### src/rtl/stopwatch_pkg.sv
// Shared definitions for the stopwatch display back-end: status codes,
// active-low seven-segment patterns and the capture FSM encoding.
package stopwatch_pkg;

    localparam logic [1:0] ST_IDLE  = 2'd0;
    localparam logic [1:0] ST_RUN   = 2'd1;
    localparam logic [1:0] ST_PAUSE = 2'd2;

    // Segment order {g,f,e,d,c,b,a}, 0 = lit
    localparam logic [6:0] SEG_0     = 7'h40;
    localparam logic [6:0] SEG_1     = 7'h79;
    localparam logic [6:0] SEG_2     = 7'h24;
    localparam logic [6:0] SEG_3     = 7'h30;
    localparam logic [6:0] SEG_4     = 7'h19;
    localparam logic [6:0] SEG_5     = 7'h12;
    localparam logic [6:0] SEG_6     = 7'h02;
    localparam logic [6:0] SEG_7     = 7'h78;
    localparam logic [6:0] SEG_8     = 7'h00;
    localparam logic [6:0] SEG_9     = 7'h10;
    localparam logic [6:0] SEG_BLANK = 7'h7F;

    typedef logic [1:0] disp_state_t;
    localparam disp_state_t S_IDLE   = 2'd0;
    localparam disp_state_t S_SHIFT  = 2'd1;
    localparam disp_state_t S_COMMIT = 2'd2;

    function automatic logic [6:0] seg_decode(input logic [3:0] d);
        case (d)
            4'd0:    return SEG_0;
            4'd1:    return SEG_1;
            4'd2:    return SEG_2;
            4'd3:    return SEG_3;
            4'd4:    return SEG_4;
            4'd5:    return SEG_5;
            4'd6:    return SEG_6;
            4'd7:    return SEG_7;
            4'd8:    return SEG_8;
            4'd9:    return SEG_9;
            default: return SEG_BLANK;
        endcase
    endfunction

endpackage

### src/rtl/bcd_converter.sv
// Serial 8-bit double-dabble: start loads the operand, then eight
// adjust-and-shift cycles leave three BCD nibbles in bcd.
module bcd_converter (
    input  logic        clk,
    input  logic        rst_n,
    input  logic        start,
    input  logic [7:0]  bin,
    output logic [11:0] bcd,
    output logic        done
);

    logic [19:0] sh_q, sh_d, adj;
    logic [3:0]  cnt_q, cnt_d;

    always_comb begin
        adj = sh_q;
        for (int i = 0; i < 3; i++) begin
            if (sh_q[8+4*i +: 4] >= 4'd5)
                adj[8+4*i +: 4] = sh_q[8+4*i +: 4] + 4'd3;
        end
        sh_d  = sh_q;
        cnt_d = cnt_q;
        if (start) begin
            sh_d  = {12'd0, bin};
            cnt_d = 4'd0;
        end else if (cnt_q != 4'd8) begin
            sh_d  = {adj[18:0], 1'b0};
            cnt_d = cnt_q + 4'd1;
        end
    end

    // cnt_q parks at 8 when no conversion is running
    always_ff @(posedge clk or negedge rst_n) begin
        if (!rst_n) begin
            sh_q  <= '0;
            cnt_q <= 4'd8;
        end else begin
            sh_q  <= sh_d;
            cnt_q <= cnt_d;
        end
    end

    assign bcd  = sh_q[19:8];
    assign done = (cnt_q == 4'd8);

endmodule

### src/rtl/stopwatch_display.sv
// Five-digit MMM.SS multiplexed seven-segment driver: captures time,
// converts to BCD, scans digits, blanks leading zeros, blinks when paused.
module stopwatch_display
    import stopwatch_pkg::*;
#(
    parameter int SCAN_DIV  = 1000,
    parameter int BLINK_DIV = 25_000_000
) (
    input  logic       clk,
    input  logic       rst_n,
    input  logic [7:0] minutes,
    input  logic [5:0] seconds,
    input  logic [1:0] status,
    output logic [6:0] seg,
    output logic       dp,
    output logic [4:0] an,
    output logic       busy
);

    localparam int PW = $clog2(SCAN_DIV);
    localparam int BW = $clog2(BLINK_DIV);

    disp_state_t      state_q, state_d;
    logic [2:0]       sh_cnt_q, sh_cnt_d;
    logic [7:0]       cap_min_q, cap_min_d;
    logic [5:0]       cap_sec_q, cap_sec_d;
    logic [4:0][3:0]  dig_q, dig_d;
    logic [PW-1:0]    pre_q, pre_d;
    logic [2:0]       idx_q, idx_d;
    logic [BW-1:0]    blk_cnt_q, blk_cnt_d;
    logic             phase_q, phase_d;
    logic [6:0]       seg_q, seg_d;
    logic             dp_q, dp_d;
    logic [4:0]       an_q, an_d;
    logic             busy_q, busy_d;

    logic             start;
    logic [11:0]      bcd_m, bcd_s;
    logic             done_m, done_s;
    logic             sec_hund_unused;
    logic [3:0]       cur;
    logic             blank;

    assign start = (state_q == S_IDLE) &&
                   ({minutes, seconds} != {cap_min_q, cap_sec_q});

    bcd_converter u_conv_min (
        .clk(clk), .rst_n(rst_n), .start(start),
        .bin(minutes), .bcd(bcd_m), .done(done_m)
    );

    bcd_converter u_conv_sec (
        .clk(clk), .rst_n(rst_n), .start(start),
        .bin({2'b00, seconds}), .bcd(bcd_s), .done(done_s)
    );

    // Seconds never exceed 63, so their hundreds nibble is always zero
    assign sec_hund_unused = ^bcd_s[11:8];

    always_comb begin
        state_d   = state_q;
        sh_cnt_d  = sh_cnt_q;
        cap_min_d = cap_min_q;
        cap_sec_d = cap_sec_q;
        dig_d     = dig_q;
        case (state_q)
            S_IDLE: begin
                if (start) begin
                    cap_min_d = minutes;
                    cap_sec_d = seconds;
                    sh_cnt_d  = 3'd0;
                    state_d   = S_SHIFT;
                end
            end
            S_SHIFT: begin
                sh_cnt_d = sh_cnt_q + 3'd1;
                if (sh_cnt_q == 3'd7) state_d = S_COMMIT;
            end
            S_COMMIT: begin
                if (done_m && done_s)
                    dig_d = {bcd_m[11:8], bcd_m[7:4], bcd_m[3:0],
                             bcd_s[7:4], bcd_s[3:0]};
                state_d = S_IDLE;
            end
            default: state_d = S_IDLE;
        endcase
    end

    always_comb begin
        pre_d = pre_q;
        idx_d = idx_q;
        if (pre_q == PW'(SCAN_DIV - 1)) begin
            pre_d = '0;
            idx_d = (idx_q == 3'd0) ? 3'd4 : idx_q - 3'd1;
        end else begin
            pre_d = pre_q + 1'b1;
        end

        blk_cnt_d = '0;
        phase_d   = 1'b1;
        if (status == ST_PAUSE) begin
            phase_d = phase_q;
            if (blk_cnt_q == BW'(BLINK_DIV - 1)) begin
                blk_cnt_d = '0;
                phase_d   = ~phase_q;
            end else begin
                blk_cnt_d = blk_cnt_q + 1'b1;
            end
        end
    end

    // Outputs are built from next-state values so they move with their cause
    always_comb begin
        cur   = dig_d[idx_d];
        blank = ((idx_d == 3'd4) && (dig_d[4] == 4'd0)) ||
                ((idx_d == 3'd3) && (dig_d[4] == 4'd0) && (dig_d[3] == 4'd0));
        an_d   = ~(5'b00001 << idx_d);
        seg_d  = blank ? SEG_BLANK : seg_decode(cur);
        dp_d   = (idx_d == 3'd2) ? 1'b0 : 1'b1;
        busy_d = (state_d != S_IDLE);
        if (!phase_d) begin
            an_d  = 5'b11111;
            seg_d = SEG_BLANK;
            dp_d  = 1'b1;
        end
    end

    always_ff @(posedge clk or negedge rst_n) begin
        if (!rst_n) begin
            state_q   <= S_IDLE;
            sh_cnt_q  <= '0;
            cap_min_q <= '0;
            cap_sec_q <= '0;
            dig_q     <= '0;
            pre_q     <= '0;
            idx_q     <= 3'd4;
            blk_cnt_q <= '0;
            phase_q   <= 1'b1;
            seg_q     <= SEG_BLANK;
            dp_q      <= 1'b1;
            an_q      <= 5'b11111;
            busy_q    <= 1'b0;
        end else begin
            state_q   <= state_d;
            sh_cnt_q  <= sh_cnt_d;
            cap_min_q <= cap_min_d;
            cap_sec_q <= cap_sec_d;
            dig_q     <= dig_d;
            pre_q     <= pre_d;
            idx_q     <= idx_d;
            blk_cnt_q <= blk_cnt_d;
            phase_q   <= phase_d;
            seg_q     <= seg_d;
            dp_q      <= dp_d;
            an_q      <= an_d;
            busy_q    <= busy_d;
        end
    end

    assign seg  = seg_q;
    assign dp   = dp_q;
    assign an   = an_q;
    assign busy = busy_q;

endmodule
### config.mk
export PLATFORM = sky130hd
export DESIGN_NAME = stopwatch_display
export DESIGN_NICKNAME = d
export VERILOG_FILES = /design/src/rtl/stopwatch_pkg.sv /design/src/rtl/bcd_converter.sv /design/src/rtl/stopwatch_display.sv
export SDC_FILE = /design/constraint.sdc
export NUM_CORES = 1
export LEC_CHECK = 0
export CORE_ASPECT_RATIO = 0.7
export CORE_UTILIZATION = 45
export DETAILED_ROUTE_END_ITERATION = 7
export SLEW_MARGIN = 20
export SYNTH_ARGS = -nofsm -noshare
export SYNTH_HDL_FRONTEND = slang
export SYNTH_SLANG_ARGS = --single-unit
### constraint.sdc
create_clock -name clk -period 2.9 [get_ports clk]
set_input_delay 0.87 -clock clk [delete_from_list [all_inputs] [get_ports clk]]
set_output_delay 0.87 -clock clk [all_outputs]
set_load 0.005 [all_outputs]
==> results.sh, run 1 <==
export IMPL_status="complete, no violations"
export IMPL_rsz0062_at_grt="yes"
export IMPL_dp_hpwl_um=10000
export IMPL_wirelength_um=14800
export IMPL_synth_ff_type="dfrtp_1"
export IMPL_vias_per_cell=5.29
export IMPL_cp_num_cells=11
export IMPL_clock_sinks=135
export IMPL_hold_buffers=0
export IMPL_finish_utilization_pct=57.8
export IMPL_n_antenna_cell=0
export IMPL_path_clk_slew_ns=0.06
export IMPL_ant_nets=0
export IMPL_io_buffers=31
export IMPL_final_common_cell="dfrtp_1"
export IMPL_h_tree_depth=4
export IMPL_reg2reg_setup_slack_ns=0.07
export IMPL_path_cells="inv_2, ha_4, or4b_4, nor4_4, buf_4, a2bb2o_4, o221a_2, a31oi_4, buf_6, mux2i_1, o211ai_1"
export IMPL_drc=0
export IMPL_worst_slew_pin_slew_ns=0.772
export IMPL_core_area_um2=14900
export IMPL_worstPathMaxFanout=6
export IMPL_crit_buf_inv=3
export IMPL_max_freq_mhz=353
export IMPL_crit_family="simple AND/OR/NAND/NOR gates"
export IMPL_r2r_end="seg[0]"
export IMPL_wl_per_cell_um=15.3
export IMPL_relSlewSlack_pct=48.4
export IMPL_avgSynthCellArea_um2=10.1
export IMPL_syn_inst=688
export IMPL_netlist_area_leader_share_pct=42.8
export IMPL_ys_seq_elements=135
export IMPL_grt_ovfl_total=0
export IMPL_ys_warnings_count=0
export IMPL_cp_endpoint="seg[0]"
export IMPL_crit_type="reg -> reg"
export IMPL_syn2layout_area_growth_pct=23.6
export IMPL_first_iter_violations=314
export IMPL_powerDensity_nw_per_um2=832
export IMPL_arrival_ns=3.15
export IMPL_grt_max_degree=51
export IMPL_ir_worst_vdd_mv=0.307
export IMPL_r2r_cells=11
export IMPL_clock_skew_ns=0.00991
export IMPL_gr_usage_all_layers_pct=19.7
export IMPL_crit_path_start="idx_q[2]"
export IMPL_syn_area_um2=6970
export IMPL_start_util_pct=46.7
export IMPL_grt_pass1_vias=4813
export IMPL_startpoint_type="flip-flop"
export IMPL_worstSkewPairLatency_ns=0.42
export IMPL_r2r_start="idx_q[2]"
export IMPL_power_w=0.00716
export IMPL_ios=32
export IMPL_die_h_um=106
export IMPL_fp_row_count=37
export IMPL_numCtsBuffers=17
export IMPL_dieArea_um2=16000
export IMPL_clockBufferDepth=2
export IMPL_layout_min_cycle_time_ns=2.83
export IMPL_gp_congestion=0.823
export IMPL_drive_gt1_share_pct=19.5
export IMPL_fin_crit_sh_pct=97.6
export IMPL_async_flop_share_pct=100
export IMPL_synthDistinctLibCells=72
export IMPL_cp_required_ns=3.21
export IMPL_nets=807
export IMPL_dr_total_vias=5151
export IMPL_dr_pass1_iters=4
export IMPL_maxCapViolations=0
export IMPL_ys_seq_area_share_pct=48.8
export IMPL_slowest_stage="dfstp_2"
export IMPL_cp_slowest_stage_delay_ns=0.53
export IMPL_grt_pass1_wl_um=24100
export IMPL_cts_tree="built"
export IMPL_synth_edf_count=0
export IMPL_leakagePower_nw=3.95
export IMPL_most_common_layout_cells="dfrtp_1, nand2_1, nor2_1"
export IMPL_antenna_found_initial=0
export IMPL_hold_class="in -> async"
export IMPL_final_max_slew_viol_count=0
export IMPL_synth_nets=730
export IMPL_final_hold_violation_count=0
export IMPL_cts_root_buf="clkbuf_16"
export IMPL_holdWs_ns=0.448
export IMPL_die_width_um=151
export IMPL_final_setup_viol_count=0
export IMPL_yosys_area_top_type="dfrtp_1"
export IMPL_critPathCaptureType="flip-flop"
export IMPL_synth_top_cells_by_area="dfrtp_1, dfstp_2, xor2_1, ha_1, nand2_1"
[metal layers]
layer,routed length (um),track usage [%],vias to the layer above
met3,604,4.55,13
met5,0,0,-
li1,-,-,2522
met4,183,6.50,0
met1,7620,29.7,2520
met2,6430,27.5,96
[worst min-delay path by stage]
stage              from             endpoint  depth (start not counted)
2_1_floorplan  dig_q[0]             dig_q[0]                          2
3_3_place_gp   pre_q[0]             pre_q[0]                          1
3_5_place_dp   pre_q[0]             pre_q[0]                          1
4_1_cts           rst_n  u_conv_sec.sh_q[10]                          1
5_1_grt           rst_n  u_conv_sec.sh_q[10]                          1
6_report          rst_n  u_conv_sec.sh_q[10]                          1
[registers in the layout (all words and copies together), names as in the netlist, 6 cells and up]
register / count
pre_q: 10
seg: 7
cap_sec_q: 6
dig_q: 20
blk_cnt_q: 25
u_conv_min.sh_q: 20
cap_min_q: 8
u_conv_sec.sh_q: 16
[layout make-up]
cell class                 count  area [um^2]
clock buffer                  25          505
clock inverter                 7          116
fill                        1245         6300
inverter                      46          173
multi-input combinational    481         3390
sequential                   135         3400
tap                          195          244
timing repair buffer          84          786
[through the flow]
step	setup WS, ns	std cells	TNS, ns	cell area, um^2
finish	0.0688	973	0	8610
global route	-0.0372	973	-0.0894	8610
CTS	0.0180	953	0	8330
detailed placement	-0.00518	921	-0.00518	7700
global placement	0.0314	921	0	7700
floorplan	-0.0274	688	-0.0274	6970
[logic make-up (layout without fill, tap and decap cells)]
group           count (synthesis)  in the layout  share of synthesized area, %
xor+xnor                       54             54                          6.79
buf+inv                        73            162                          4.62
flops                         135            135                          48.8
simple gates                  243            243                          18.1
mux                            34             34                          5.23
fa+ha+maj                      24             24                          4.31
compound gates                125            126                          12.2
[cells in the mapped netlist (3+ instances only)]
cell and count:
dfrtp_1 119, nand2_1 78, nor2_1 55, o21ai_0 48, inv_1 45, a21oi_1 36
xor2_1 36, ha_1 24, mux2i_1 24, nand3_1 23, xnor2_1 18, clkbuf_1 16
dfstp_2 16, and3_1 13, nand2b_1 11, nand4_1 11, nor2b_1 9, nor4_1 9
mux2_2 8, buf_6 5, nor3_1 5, a211oi_1 4, nand3b_1 4, o211ai_1 4
o31ai_1 4, and2_1 3, or3_1 3
[what timing repair did]
item,in CTS,in global routing
buffers inserted,0,18
endpoints found under the setup margin,0,6
resized for setup,0,26
[report_power, final]
part / internal, W / switching (W)
clock network: 0.00147 / 0.000800
registers: 0.00243 / 0.000379
logic: 0.00100 / 0.00108
total: 0.00490 / 0.00226
[worst register-to-register path: stages (launching register included)]
cell and delay (ns):
dfstp_2 0.53, inv_2 0.05, ha_4 0.16, or4b_4 0.49, nor4_4 0.31, buf_4 0.19
a2bb2o_4 0.21, o221a_2 0.14, a31oi_4 0.15, buf_6 0.15, mux2i_1 0.21, o211ai_1 0.13
Power figures use the tool's default switching activity.
==> run 2: changes to the inputs <==
--- a/config.mk
+++ b/config.mk
@@ -12,3 +12,4 @@
 export SYNTH_ARGS = -nofsm -noshare
 export SYNTH_HDL_FRONTEND = slang
 export SYNTH_SLANG_ARGS = --single-unit
+export TNS_END_PERCENT = 20
==> run 2 against run 1 <==
Compared with the run above: first-iteration DRC count increased by 18%; setup slack lost 0.0029 ns; clock power about the same; final cell count shrank 0.21%; highest routed layer unchanged; count of clock-buffer cells in the layout unchanged; sequential share of layout area is 0.052 points higher; largest cell class unchanged; register-to-register slack about the same; critical path depth unchanged; die area did not move; power decreased by 0.18%.
==> results.sh, run 2 (synthesis gave the netlist of run 1 again) <==
export IMPL_path_clk_slew_ns=0.06
export IMPL_crit_buf_inv=3
export IMPL_startpoint_type="flip-flop"
export IMPL_cp_endpoint="seg[0]"
export IMPL_hold_class="in -> async"
export IMPL_dr_pass1_iters=5
export IMPL_crit_family="simple AND/OR/NAND/NOR gates"
export IMPL_p_comb_share_pct=28.8
export IMPL_io_buffers=31
export IMPL_most_common_layout_cells="dfrtp_1, nand2_1, nor2_1"
export IMPL_relSlewSlack_pct=48.4
export IMPL_crit_type="reg -> reg"
export IMPL_pre_cts_slack_ns=-0.00518
export IMPL_status="complete, no violations"
export IMPL_worst_slew_pin_slew_ns=0.772
export IMPL_r2r_end="seg[0]"
export IMPL_syn2layout_area_growth_pct=23.4
export IMPL_h_tree_depth=4
export IMPL_rsz0062_at_grt="yes"
export IMPL_p_seq_share_pct=39.4
export IMPL_die_h_um=106
export IMPL_cp_required_ns=3.21
export IMPL_grt_ovfl_total=0
export IMPL_powerDensity_nw_per_um2=831
export IMPL_worstSkewPairLatency_ns=0.42
export IMPL_nets=805
export IMPL_drc=0
export IMPL_cts_root_buf="clkbuf_16"
export IMPL_multi_input_area_um2=3390
export IMPL_gr_usage_all_layers_pct=19.7
export IMPL_largest_reg_flops=25
export IMPL_path_cells="inv_2, ha_4, or4b_4, nor4_4, buf_4, a2bb2o_4, o221a_2, a31oi_4, buf_6, mux2i_1, o211ai_1"
export IMPL_grt_pass1_wl_um=24100
export IMPL_wl_per_cell_um=15.3
export IMPL_power_frac_clock_pct=31.7
export IMPL_n_antenna_cell=0
export IMPL_wirelength_um=14900
export IMPL_setup_slack_ns=0.0659
export IMPL_worstPathMaxFanout=6
export IMPL_final_max_slew_viol_count=0
export IMPL_gp_congestion=0.823
export IMPL_internal_power_w=0.00488
export IMPL_drive_gt1_share_pct=19.3
export IMPL_dieArea_um2=16000
export IMPL_start_util_pct=46.7
export IMPL_holdWs_ns=0.446
export IMPL_slowest_stage="dfstp_2"
export IMPL_maxCapViolations=0
export IMPL_fillCellCount=1243
export IMPL_switchingPower_w=0.00226
export IMPL_clockBufferDepth=2
export IMPL_r2r_start="idx_q[2]"
export IMPL_dp_hpwl_um=10000
export IMPL_top_register="blk_cnt_q"
export IMPL_core_area_um2=14900
export IMPL_grt_pass1_vias=4813
export IMPL_reg2reg_setup_slack_ns=0.07
export IMPL_top_regs="blk_cnt_q: 25 flops, dig_q: 20 flops, u_conv_min.sh_q: 20 flops"
export IMPL_seq_area_um2=3400
export IMPL_switching_share_pct=31.7
export IMPL_cts_tree="built"
export IMPL_r2r_cells=11
export IMPL_finalSetupTns_ns=0
export IMPL_grt_max_degree=51
export IMPL_critPathCaptureType="flip-flop"
export IMPL_cp_num_cells=11
export IMPL_max_freq_mhz=353
export IMPL_crit_path_start="idx_q[2]"
export IMPL_vias_per_cell=5.29
export IMPL_first_iter_violations=369
export IMPL_clock_skew_ns=0.00835
export IMPL_final_hold_violation_count=0
export IMPL_cp_slowest_stage_delay_ns=0.53
export IMPL_ir_worst_vdd_mv=0.306
export IMPL_final_setup_viol_count=0
export IMPL_ant_nets=0
export IMPL_leakagePower_nw=3.94
export IMPL_dr_total_vias=5132
export IMPL_die_width_um=151
export IMPL_fp_row_count=37
export IMPL_arrival_ns=3.15
export IMPL_antenna_found_initial=0
export IMPL_ios=32
export IMPL_numCtsBuffers=17
export IMPL_clock_sinks=135
export IMPL_final_common_cell="dfrtp_1"
export IMPL_layout_min_cycle_time_ns=2.83
export IMPL_fin_crit_sh_pct=97.7
[run 2: cell type report]
| type | count | share of cell area (%) |
|---|---|---|
| Sequential cell | 135 | 39.5 |
| Multi-Input combinational cell | 481 | 39.4 |
| Timing Repair Buffer | 82 | 9.01 |
| Clock buffer | 25 | 5.88 |
| Tap cell | 195 | 2.84 |
| Inverter | 46 | 2.01 |
| Clock inverter | 7 | 1.35 |
[run 2: what timing repair did]
| action | 4_1_cts | 5_1_grt |
|---|---|---|
| gates resized for setup | 0 | 27 |
| hold buffers | 0 | 0 |
| setup endpoints to repair | 0 | 6 |
| endpoints found under the hold margin | 0 | 0 |
| buffers inserted | 0 | 16 |
[run 2: worst reg2reg max path: stages, from the launching register on]
cell      delay, ns
dfstp_2        0.53
inv_2          0.05
ha_4           0.16
or4b_4         0.49
nor4_4         0.31
buf_4          0.19
a2bb2o_4       0.21
o221a_2        0.14
a31oi_4        0.15
buf_6          0.15
mux2i_1        0.21
o211ai_1       0.13
[run 2: power groups by stage]
stage / sequential, W / clock [W] / combinational [W]
floorplan: 0.00274 / 0 / 0.00140
global placement: 0.00281 / 0 / 0.00191
detailed placement: 0.00284 / 0 / 0.00197
CTS: 0.00281 / 0.00231 / 0.00198
global route: 0.00289 / 0.00239 / 0.00235
finish: 0.00282 / 0.00227 / 0.00206
[run 2: how the worst min path moves through the flow]
stage | slack, ns | cells past startpoint | start | end
after CTS | 0.45 | 1 | rst_n | u_conv_sec.sh_q[10]
after detailed placement | 0.47 | 1 | pre_q[0] | pre_q[0]
after global routing | 0.47 | 1 | rst_n | u_conv_sec.sh_q[10]
after floorplan | 0.44 | 2 | dig_q[0] | dig_q[0]
after global placement | 0.46 | 1 | pre_q[0] | pre_q[0]
final | 0.45 | 1 | rst_n | dig_q[1]
[run 2: per-stage QoR]
step | area, um^2 | utilization (%) | total power, W | instances
2_1_floorplan | 6970 | - | 0.00414 | 688
3_3_place_gp | 7700 | 51.7 | 0.00473 | 921
3_5_place_dp | 7700 | 51.7 | 0.00481 | 921
4_1_cts | 8330 | 55.9 | 0.00710 | 953
5_1_grt | 8600 | 57.7 | 0.00763 | 971
6_report | 8600 | 57.7 | 0.00715 | 971
[run 2: routing by layer]
layer  up-vias  track usage [%]  share of wire [%]
met5         -                0                  0
met4         0             6.50               0.93
met3        10             4.55                3.9
met2        94             27.5                 43
met1      2510             29.7                 52
li1       2518                -                  -
==> run 3: changes to the inputs <==
--- a/config.mk
+++ b/config.mk
@@ -8,6 +8,7 @@
 export CORE_ASPECT_RATIO = 0.7
 export CORE_UTILIZATION = 45
 export DETAILED_ROUTE_END_ITERATION = 7
+export SKIP_LAST_GASP = 1
 export SLEW_MARGIN = 20
 export SYNTH_ARGS = -nofsm -noshare
 export SYNTH_HDL_FRONTEND = slang
==> run 3 against run 2 <==
Compared with the run above: flip-flop and latch count did not move; utilization hardly changed; critical path depth unchanged; wire length is essentially flat; final cell count unchanged; global-route usage unchanged; combinational power is essentially flat; die area stayed put; non-clock buffer count unchanged; via count down 0.14%; register-to-register slack hardly changed; critical path type unchanged; critical endpoint unchanged; largest power group unchanged.
==> results.sh, run 3 (synthesis gave the netlist of run 1 again) <==
export IMPL_n_antenna_cell=0
export IMPL_wirelength_um=14900
export IMPL_first_iter_violations=360
export IMPL_grt_pass1_wl_um=24100
export IMPL_numCtsBuffers=17
export IMPL_fillCellCount=1245
export IMPL_grt_ovfl_total=0
export IMPL_hold_class="in -> async"
export IMPL_ios=32
export IMPL_path_cells="inv_2, ha_4, or4b_4, nor4_4, buf_4, a2bb2o_4, o221a_2, a31oi_4, buf_6, mux2i_1, o211ai_1"
export IMPL_drive_gt1_share_pct=19.3
export IMPL_io_buffers=31
export IMPL_arrival_ns=3.15
export IMPL_leakagePower_nw=3.94
export IMPL_grt_max_degree=51
export IMPL_critPathCaptureType="flip-flop"
export IMPL_dieArea_um2=16000
export IMPL_top_regs="blk_cnt_q: 25 flops, dig_q: 20 flops, u_conv_min.sh_q: 20 flops"
export IMPL_syn2layout_area_growth_pct=23.4
export IMPL_cp_required_ns=3.21
export IMPL_path_clk_slew_ns=0.06
export IMPL_finish_utilization_pct=57.7
export IMPL_rsz0062_at_grt="yes"
export IMPL_clockBufferDepth=2
export IMPL_die_width_um=151
export IMPL_final_max_slew_viol_count=0
export IMPL_clock_skew_ns=0.00835
export IMPL_wl_per_cell_um=15.3
export IMPL_cts_root_buf="clkbuf_16"
export IMPL_status="complete, no violations"
export IMPL_ant_nets=0
export IMPL_largest_reg_flops=25
export IMPL_grt_pass1_vias=4813
export IMPL_crit_type="reg -> reg"
export IMPL_final_setup_viol_count=0
export IMPL_maxCapViolations=0
export IMPL_placedCellCount=921
export IMPL_worstSkewPairLatency_ns=0.42
export IMPL_final_hold_violation_count=0
export IMPL_dp_hpwl_um=10000
export IMPL_final_cells=971
export IMPL_worstPathMaxFanout=6
export IMPL_worst_slew_pin_slew_ns=0.772
export IMPL_cts_tree="built"
export IMPL_powerDensity_nw_per_um2=832
export IMPL_top_register="blk_cnt_q"
export IMPL_nets=805
export IMPL_cp_slowest_stage_delay_ns=0.53
export IMPL_drc=0
export IMPL_ir_worst_vdd_mv=0.306
export IMPL_fin_crit_sh_pct=97.7
export IMPL_most_common_layout_cells="dfrtp_1, nand2_1, nor2_1"
export IMPL_crit_family="simple AND/OR/NAND/NOR gates"
export IMPL_h_tree_depth=4
export IMPL_crit_buf_inv=3
export IMPL_start_util_pct=46.7
export IMPL_antenna_found_initial=0
export IMPL_max_freq_mhz=353
export IMPL_startpoint_type="flip-flop"
export IMPL_slowest_stage="dfstp_2"
export IMPL_power_w=0.00715
export IMPL_layout_min_cycle_time_ns=2.83
export IMPL_final_common_cell="dfrtp_1"
export IMPL_clock_sinks=135
export IMPL_relSlewSlack_pct=48.4
export IMPL_dr_total_vias=5125
export IMPL_dr_pass1_iters=5
export IMPL_gp_congestion=0.823
export IMPL_die_h_um=106
export IMPL_vias_per_cell=5.28
export IMPL_fp_row_count=37
export IMPL_core_area_um2=14900
export IMPL_gr_usage_all_layers_pct=19.7
-- run 3: cell counts in the layout (fill, tap and decap cells not counted) --
Identical to the previous run, type by type.
-- run 3: metal layers --
| metal | up-vias | wire length, um | global-route usage (%) |
|---|---|---|---|
| met1 | 2503 | 7690 | 29.7 |
| met5 | - | 0 | 0 |
| met3 | 10 | 586 | 4.55 |
| li1 | 2518 | - | - |
| met4 | 0 | 139 | 6.50 |
| met2 | 94 | 6480 | 27.5 |
-- run 3: path summary, 6_finish.rpt --
path	startpoint	endpoint	slack, ns	depth (start not counted)
hold reg to reg	dig_q[5]	dig_q[5]	0.49	2
setup reg to reg	idx_q[2]	seg[0]	0.07	11
setup / recovery	idx_q[2]	seg[0]	0.07	11
hold / removal	rst_n	dig_q[1]	0.45	1
min in group clk	dig_q[5]	dig_q[5]	0.49	2
max in group asynchronous	rst_n	phase_q	1.77	2
-- run 3: layout make-up --
class	instances	area [um^2]	share of cell area, %
clock buffer	25	505	5.88
timing repair buffer	82	771	8.97
sequential	135	3400	39.5
tap	195	244	2.84
inverter	46	173	2.01
multi-input combinational	481	3390	39.4
clock inverter	7	116	1.35
-- run 3: timing repair --
| item | 4_1_cts | 5_1_grt |
|---|---|---|
| buffers inserted | 0 | 16 |
| endpoints found under the setup margin | 0 | 6 |
| hold buffers | 0 | 0 |
| resized for setup | 0 | 26 |
-- run 3: report_power, final --
| part | internal [W] | switching (W) | total [W] |
|---|---|---|---|
| combinational | 0.000984 | 0.00108 | 0.00206 |
| sequential | 0.00243 | 0.000384 | 0.00282 |
| clock | 0.00147 | 0.000804 | 0.00227 |
| total | 0.00488 | 0.00226 | 0.00715 |
-- run 3: metrics by stage --
| stage | setup TNS (ns) | hold slack [ns] | setup WS [ns] | area, um^2 |
|---|---|---|---|---|
| after global placement | 0 | 0.461 | 0.0314 | 7700 |
| after CTS | 0 | 0.450 | 0.0180 | 8330 |
| final | 0 | 0.449 | 0.0659 | 8590 |
| after detailed placement | -0.00518 | 0.469 | -0.00518 | 7700 |
| after floorplan | -0.0274 | 0.438 | -0.0274 | 6970 |
| after global routing | -0.0894 | 0.472 | -0.0372 | 8590 |
